<file path="config.mk">
export PLATFORM = sky130hd
export DESIGN_NAME = matmul_row_reducer
export DESIGN_NICKNAME = d
export VERILOG_FILES = /design/src/rtl/matmul_pkg.sv /design/src/rtl/matmul_row_fifo.sv /design/src/rtl/matmul_row_reducer.sv
export SDC_FILE = /design/constraint.sdc
export NUM_CORES = 1
export LEC_CHECK = 0
export ABC_CLOCK_PERIOD_IN_PS = 3800
export CAP_MARGIN = 20
export CORE_UTILIZATION = 51
export CTS_CLUSTER_SIZE = 25
export DETAILED_ROUTE_END_ITERATION = 10
export GPL_TIMING_DRIVEN = 0
export PLACE_DENSITY = 0.74
export SYNTH_ARGS = -nofsm -noshare
export SYNTH_HDL_FRONTEND = slang
export SYNTH_HIERARCHICAL = 1
export SYNTH_SLANG_ARGS = --single-unit
</file>
<file path="constraint.sdc">
create_clock -name clock -period 3.8 [get_ports clock]
set_clock_uncertainty 0.1 [all_clocks]
set_input_delay 0.76 -clock clock [delete_from_list [all_inputs] [get_ports clock]]
set_output_delay 0.76 -clock clock [all_outputs]
set_load 0.01 [all_outputs]
</file>
<file path="src/rtl/matmul_pkg.sv">
`default_nettype none
// ============================================================================
// Package     : matmul_pkg
// Description : Shared defaults, width helpers and the row-result payload
//               type for the streaming matrix-multiplier row reducer.
// Contents    : DEF_DATA_W / DEF_DIM / DEF_ROWS defaults,
//               calc_sum_w() / calc_idx_w() width helpers,
//               row_result_t {sum, index, last} FIFO payload.
// Revision    : 1.0 - initial release
// ============================================================================
package matmul_pkg;

    localparam int DEF_DATA_W = 32;
    localparam int DEF_DIM    = 16;
    localparam int DEF_ROWS   = 16;

    // A row of DIM values of data_w bits each needs clog2(DIM) extra bits
    // so the total can never wrap.
    function automatic int calc_sum_w(input int data_w, input int dim);
        return data_w + $clog2(dim);
    endfunction

    // Row index width; never narrower than one bit.
    function automatic int calc_idx_w(input int rows);
        return (rows > 1) ? $clog2(rows) : 1;
    endfunction

    localparam int DEF_SUM_W = calc_sum_w(DEF_DATA_W, DEF_DIM);
    localparam int DEF_IDX_W = calc_idx_w(DEF_ROWS);

    typedef struct packed {
        logic [DEF_SUM_W-1:0] sum;
        logic [DEF_IDX_W-1:0] index;
        logic                 last;
    } row_result_t;

endpackage
`default_nettype wire

</file>
<file path="src/rtl/matmul_row_fifo.sv">
`default_nettype none
// ============================================================================
// Module      : matmul_row_fifo
// Description : First-word-fall-through FIFO, parameterised on depth and
//               payload type. The head entry is visible on data_out whenever
//               the FIFO is not empty.
// Ports       : clock, reset (async, active-high)
//               push, data_in   - write side (push while full is accepted
//                                 only together with a pop)
//               pop, data_out   - read side (pop on empty is ignored)
//               full, empty, count - occupancy status
// Revision    : 1.0 - initial release
// ============================================================================
module matmul_row_fifo #(
    parameter int  DEPTH = 2,
    parameter type T     = logic
) (
    input  logic                     clock,
    input  logic                     reset,
    input  logic                     push,
    input  T                         data_in,
    input  logic                     pop,
    output T                         data_out,
    output logic                     full,
    output logic                     empty,
    output logic [$clog2(DEPTH):0]   count
);

    localparam int AW = (DEPTH > 1) ? $clog2(DEPTH) : 1;
    localparam int CW = $clog2(DEPTH) + 1;

    T                mem [DEPTH];
    logic [AW-1:0]   wr_ptr;
    logic [AW-1:0]   rd_ptr;
    logic            do_push;
    logic            do_pop;

    assign full     = (count == CW'(DEPTH));
    assign empty    = (count == '0);
    assign do_pop   = pop && !empty;
    // A pop frees the slot in the same cycle, so a full FIFO still takes a push.
    assign do_push  = push && (!full || do_pop);
    assign data_out = mem[rd_ptr];

    // Depth is a power of two, so the pointers wrap by natural overflow.
    always_ff @(posedge clock or posedge reset) begin
        if (reset) begin
            wr_ptr <= '0;
            rd_ptr <= '0;
            count  <= '0;
        end else begin
            if (do_push) wr_ptr <= wr_ptr + AW'(1);
            if (do_pop)  rd_ptr <= rd_ptr + AW'(1);
            case ({do_push, do_pop})
                2'b10:   count <= count + CW'(1);
                2'b01:   count <= count - CW'(1);
                default: count <= count;
            endcase
        end
    end

    // Storage carries no reset; consumers only look at it while not empty.
    always_ff @(posedge clock) begin
        if (do_push) mem[wr_ptr] <= data_in;
    end

endmodule
`default_nettype wire

</file>
<file path="src/rtl/matmul_row_reducer.sv">
`default_nettype none
// ============================================================================
// Module      : matmul_row_reducer
// Description : Sums every DIM consecutive result elements of the matrix
//               multiplier into a row total and emits {sum, index, last}
//               through a small FWFT FIFO. One element per cycle while the
//               output side keeps up.
// Ports       : clock, reset            - clock / async active-high reset
//               io_value_in_valid/ready/bits - element input stream
//               io_row_out_valid/ready   - row output handshake
//               io_row_out_sum/index/last - row total, row number, last row
//               io_err                   - sticky odd-element flag
// Options     : MATMUL_ROW_REDUCER_PARITY_CHECK_EN - when defined, io_err is
//               set after any accepted odd element and held until reset;
//               when undefined io_err is tied low.
// Revision    : 1.0 - initial release
// ============================================================================
module matmul_row_reducer
    import matmul_pkg::*;
#(
    parameter int DATA_W     = DEF_DATA_W,
    parameter int DIM        = DEF_DIM,
    parameter int ROWS       = DEF_ROWS,
    parameter int FIFO_DEPTH = 2
) (
    input  logic                              clock,
    input  logic                              reset,
    input  logic                              io_value_in_valid,
    output logic                              io_value_in_ready,
    input  logic [DATA_W-1:0]                 io_value_in_bits,
    output logic                              io_row_out_valid,
    input  logic                              io_row_out_ready,
    output logic [calc_sum_w(DATA_W,DIM)-1:0] io_row_out_sum,
    output logic [calc_idx_w(ROWS)-1:0]       io_row_out_index,
    output logic                              io_row_out_last,
    output logic                              io_err
);

    localparam int SUM_W = calc_sum_w(DATA_W, DIM);
    localparam int IDX_W = calc_idx_w(ROWS);
    localparam int CNT_W = $clog2(DIM);
    localparam int FCW   = $clog2(FIFO_DEPTH) + 1;

    // Same layout as row_result_t, but sized from this instance's parameters.
    typedef struct packed {
        logic [SUM_W-1:0] sum;
        logic [IDX_W-1:0] index;
        logic             last;
    } row_t;

    logic [CNT_W-1:0] elem_cnt;
    logic [SUM_W-1:0] acc;
    logic [IDX_W-1:0] row_idx;

    logic             last_elem;
    logic             row_last;
    logic [SUM_W-1:0] row_sum;
    logic             accept;
    logic             fifo_push;
    logic             fifo_pop;
    logic             fifo_full;
    logic             fifo_empty;
    logic [FCW-1:0]   fifo_count;
    row_t             push_data;
    row_t             head_data;
    logic             head_occupied;

    assign last_elem = (elem_cnt == CNT_W'(DIM - 1));
    assign row_last  = (row_idx == IDX_W'(ROWS - 1));
    assign row_sum   = acc + {{(SUM_W-DATA_W){1'b0}}, io_value_in_bits};

    assign fifo_pop  = !fifo_empty && io_row_out_ready;
    // Only the element that completes a row needs FIFO space; the pop term
    // lets a full FIFO keep streaming when downstream drains it.
    assign io_value_in_ready = !last_elem || !fifo_full || fifo_pop;
    assign accept    = io_value_in_valid && io_value_in_ready;
    assign fifo_push = accept && last_elem;

    assign push_data.sum   = row_sum;
    assign push_data.index = row_idx;
    assign push_data.last  = row_last;

    always_ff @(posedge clock or posedge reset) begin
        if (reset) begin
            elem_cnt <= '0;
            acc      <= '0;
            row_idx  <= '0;
        end else if (accept) begin
            if (last_elem) begin
                elem_cnt <= '0;
                acc      <= '0;
                row_idx  <= row_last ? '0 : row_idx + IDX_W'(1);
            end else begin
                elem_cnt <= elem_cnt + CNT_W'(1);
                acc      <= row_sum;
            end
        end
    end

    matmul_row_fifo #(
        .DEPTH (FIFO_DEPTH),
        .T     (row_t)
    ) u_fifo (
        .clock    (clock),
        .reset    (reset),
        .push     (fifo_push),
        .data_in  (push_data),
        .pop      (fifo_pop),
        .data_out (head_data),
        .full     (fifo_full),
        .empty    (fifo_empty),
        .count    (fifo_count)
    );

    // Payload is forced to zero while the FIFO holds nothing, so the
    // uninitialised storage never leaks onto the outputs.
    assign head_occupied    = (fifo_count != '0);
    assign io_row_out_valid = !fifo_empty;
    assign io_row_out_sum   = head_occupied ? head_data.sum   : '0;
    assign io_row_out_index = head_occupied ? head_data.index : '0;
    assign io_row_out_last  = head_occupied && head_data.last;

`ifdef MATMUL_ROW_REDUCER_PARITY_CHECK_EN
    // Results must be even; any accepted odd element latches the flag.
    logic err_flag;

    always_ff @(posedge clock or posedge reset) begin
        if (reset) begin
            err_flag <= 1'b0;
        end else if (accept && io_value_in_bits[0]) begin
            err_flag <= 1'b1;
        end
    end

    assign io_err = err_flag;
`else
    assign io_err = 1'b0;
`endif

endmodule
`default_nettype wire

</file>
==> results_dict.tcl <==
set metrics [dict create \
    status "finished, final reports clean" \
    clkSinkCount 130 \
    drt_iter0_markers 357 \
    most-common-layout-cells "edfxtp_1, clkdlybuf4s50_1, dfrtp_1" \
    worstHoldPathCells 1 \
    r2r_slack_ns 0.61 \
    fin_ws_ns 0.2456 \
    synthFlopType "edfxtp_1" \
    clk_latency_ns 0.41 \
    postCtsResizedCells 0 \
    cts_hold_buf 0 \
    async_flop_share_pct 36.92 \
    netlist_instances 599 \
    wl_per_cell_um 18.01 \
    cp.buffers_inverters 1 \
    fp.dieH_um 119.7 \
    rsz0062_at_grt "false" \
    worst-setup-path-type "input pin to flip-flop" \
    io_pins 80 \
    cts_tree "yes" \
    path_delay_family "compound AO/OA/AOI/OAI gates" \
    syn_nets 670 \
    required_ns 4.00 \
    place_ws_ns -0.4056 \
    ys_seq_elements 130 \
    gr-usage-all-layers_pct 23.70 \
    avgViaCountPerCell 5.737 \
    power_density_nw_per_um2 943.9 \
    core_um2 13400 \
    rows 42 \
    crit_cells 11 \
    vdd_drop_max_uv 437.5 \
    finalWeightedCongestion 0.9015 \
    nets 769 \
    grt_max_degree 42 \
    crit_slowest_cell "fa_1" \
    final_common_cell "edfxtp_1" \
    clk_pin_slew_ns 0.05 \
    grt_pass1_wl_mm 25.74 \
    ctsRootBufferMaster "clkbuf_16" \
    whs_endpoint "elem_cnt[3]$_DFFE_PP0P_" \
    hp-class "flip-flop to flip-flop" \
    hold_violations 0 \
    die_w_um 119.7 \
    critPathMaxStageDelay_ns 0.44 \
    syn_avg_cell_area_um2 11.80 \
    grt_antenna_before_repair 0 \
    power.total_w 0.008204 \
    placed_area_um2 8118 \
    start_kind "input pin" \
    drv_cap 0 \
    area_growth_pct 22.96 \
    yosys_warnings 6 \
    place_hpwl_mm 11.59 \
    reg2reg_depth 8 \
    max_freq_mhz 281.3 \
    ant_nets 0 \
    drv_slew 0 \
    setup_viol 0 \
    clk_path_buf_depth 2 \
    synth_cell_types 68 \
    synth_edf_count 82 \
    period_minus_slack_ns 3.554 \
    cts_setup_buffers 0 \
    drc 0 \
    wl_mm 15.97 \
    final_cell_area_um2 8692 \
    start_util_pct 52.75 \
    r2r-end "u_fifo/mem[0][17]$_DFFE_PP_" \
    port-buffer-count 78 \
    crit_arrival_ns 3.75 \
    dr_total_vias 5089 \
    worstHoldStart "elem_cnt[3]$_DFFE_PP0P_" \
    antenna_cells 0 \
    die-area_um2 14340 \
    cts_made_buffers 17 \
    period_share_pct 93.54 \
    crit_chain "clkdlybuf4s50_1 -> ha_1 -> fa_1 -> a211oi_1 -> o21ai_1 -> o2111ai_1 -> a21oi_1 -> a31oi_2 -> o221ai_1 -> xor2_1 -> a22o_1" \
    static-leakage-power_nw 3.401 \
    r2r_start "u_fifo/count[0]$_DFFE_PP0P_" \
    yosysSeqAreaShare_pct 51.82 \
    grt_overflow 0 \
    cp_max_fo 3 \
    first_pass_iters 4 \
    drive_gt1_share_pct 13.78 \
    grt_pass1_vias 5002 \
    htree_levels 4 \
    endpoint_kind "flip-flop" \
    slew_headroom_pct 60.14 \
    worst_slew_pin_slew_ns 0.5980 \
    syn-cell-area_um2 7069 \
]
==> kinds of logic after synthesis <==
kind of cell | Yosys count | share of synthesized area [%]
compound gates | 155 | 15.58
xor+xnor | 37 | 4.797
fa+ha+maj | 35 | 6.301
buf+inv | 39 | 2.248
flops | 130 | 51.82
mux | 44 | 6.991
other cells | 1 | 0.05305
simple gates | 158 | 12.21
==> through the flow <==
step | utilization (%) | TNS, ns | hold slack (ns) | std cells
floorplan | - | 0 | 0.3512 | 599
global placement | 60.24 | -62.84 | 0.3764 | 853
detailed placement | 60.58 | -22.07 | 0.3876 | 855
CTS | 64.82 | 0 | 0.3953 | 887
global route | 64.86 | 0 | 0.4196 | 887
finish | 64.86 | 0 | 0.3893 | 887
==> registers in the layout, summed over array words and instances (netlist names) <==
name	cells
row_idx	4
u_fifo/wr_ptr	1
u_fifo/rd_ptr	1
elem_cnt	4
u_fifo/mem	82
acc	36
u_fifo/count	2
==> where the power goes <==
group,internal (W),total [W],switching (W)
Sequential,0.00228,0.00254,0.000252
Combinational,0.00186,0.00409,0.00223
Clock,0.00101,0.00157,0.000562
Total,0.00516,0.00820,0.00305
==> cells in the mapped netlist, types with 2 or more instances <==
cell type	n	share of area, %
or3_1	2	0.18
nand3_1	10	0.71
and3_1	3	0.27
a22o_1	30	3.7
nor2_1	24	1.3
nand2_1	36	1.9
o21bai_1	4	0.42
and4_1	3	0.37
o21ai_2	2	0.25
xnor2_1	20	2.5
a211oi_1	4	0.42
inv_1	12	0.64
nand2b_1	4	0.35
nand2_2	2	0.18
mux2_2	43	6.8
xor2_1	15	1.9
nor3_1	3	0.21
dfrtp_1	48	17
edfxtp_1	82	35
o21ai_1	4	0.28
a211o_1	2	0.25
nor2b_1	43	3.8
a221oi_1	3	0.37
ha_1	34	6.0
o2111ai_1	2	0.25
nand4_1	8	0.71
clkbuf_1	19	1.0
a22oi_1	2	0.21
buf_2	7	0.50
o211ai_1	4	0.42
o21ai_0	16	1.1
or2_1	2	0.18
o21a_1	7	0.74
a21oi_1	41	2.9
a31oi_1	3	0.27
a21o_1	17	1.8
and2_1	7	0.62
==> per-layer routing <==
metal	GRT usage (%)	wire length, um
met1	31.63	7229
met2	39.41	7740
met3	3.707	730
met4	8.125	270
met5	0	0
==> layout make-up <==
type	instances	area, um2
fill	1035	4708
clock buffer	26	489.2
sequential	130	3664
inverter	12	45.04
buffer	27	113.9
timing repair buffer	80	820.8
tap	176	220.2
clock inverter	6	78.83
multi-input combinational	430	3261
==> worst reg2reg max path, stage by stage (launching register included) <==
cell     delay [ns]
dfrtp_1        0.47
nor2_1         0.10
nor2b_1        0.29
or3b_2         0.23
nand2_1        0.30
nor2_2         0.51
nand2_2        0.15
nor2_4         0.46
buf_12         0.26
==> how the worst max path moves through the flow <==
stage	startpoint	endpoint
after floorplan	io_row_out_ready	u_fifo/mem[0][0]$_DFFE_PP_
after global placement	io_row_out_ready	u_fifo/mem[0][14]$_DFFE_PP_
after detailed placement	io_row_out_ready	u_fifo/mem[1][20]$_DFFE_PP_
after CTS	io_row_out_ready	u_fifo/mem[1][20]$_DFFE_PP_
after global routing	io_value_in_bits[0]	acc[28]$_DFFE_PP0P_
final	io_value_in_bits[0]	acc[28]$_DFFE_PP0P_
(Power assumes the default switching activity.)
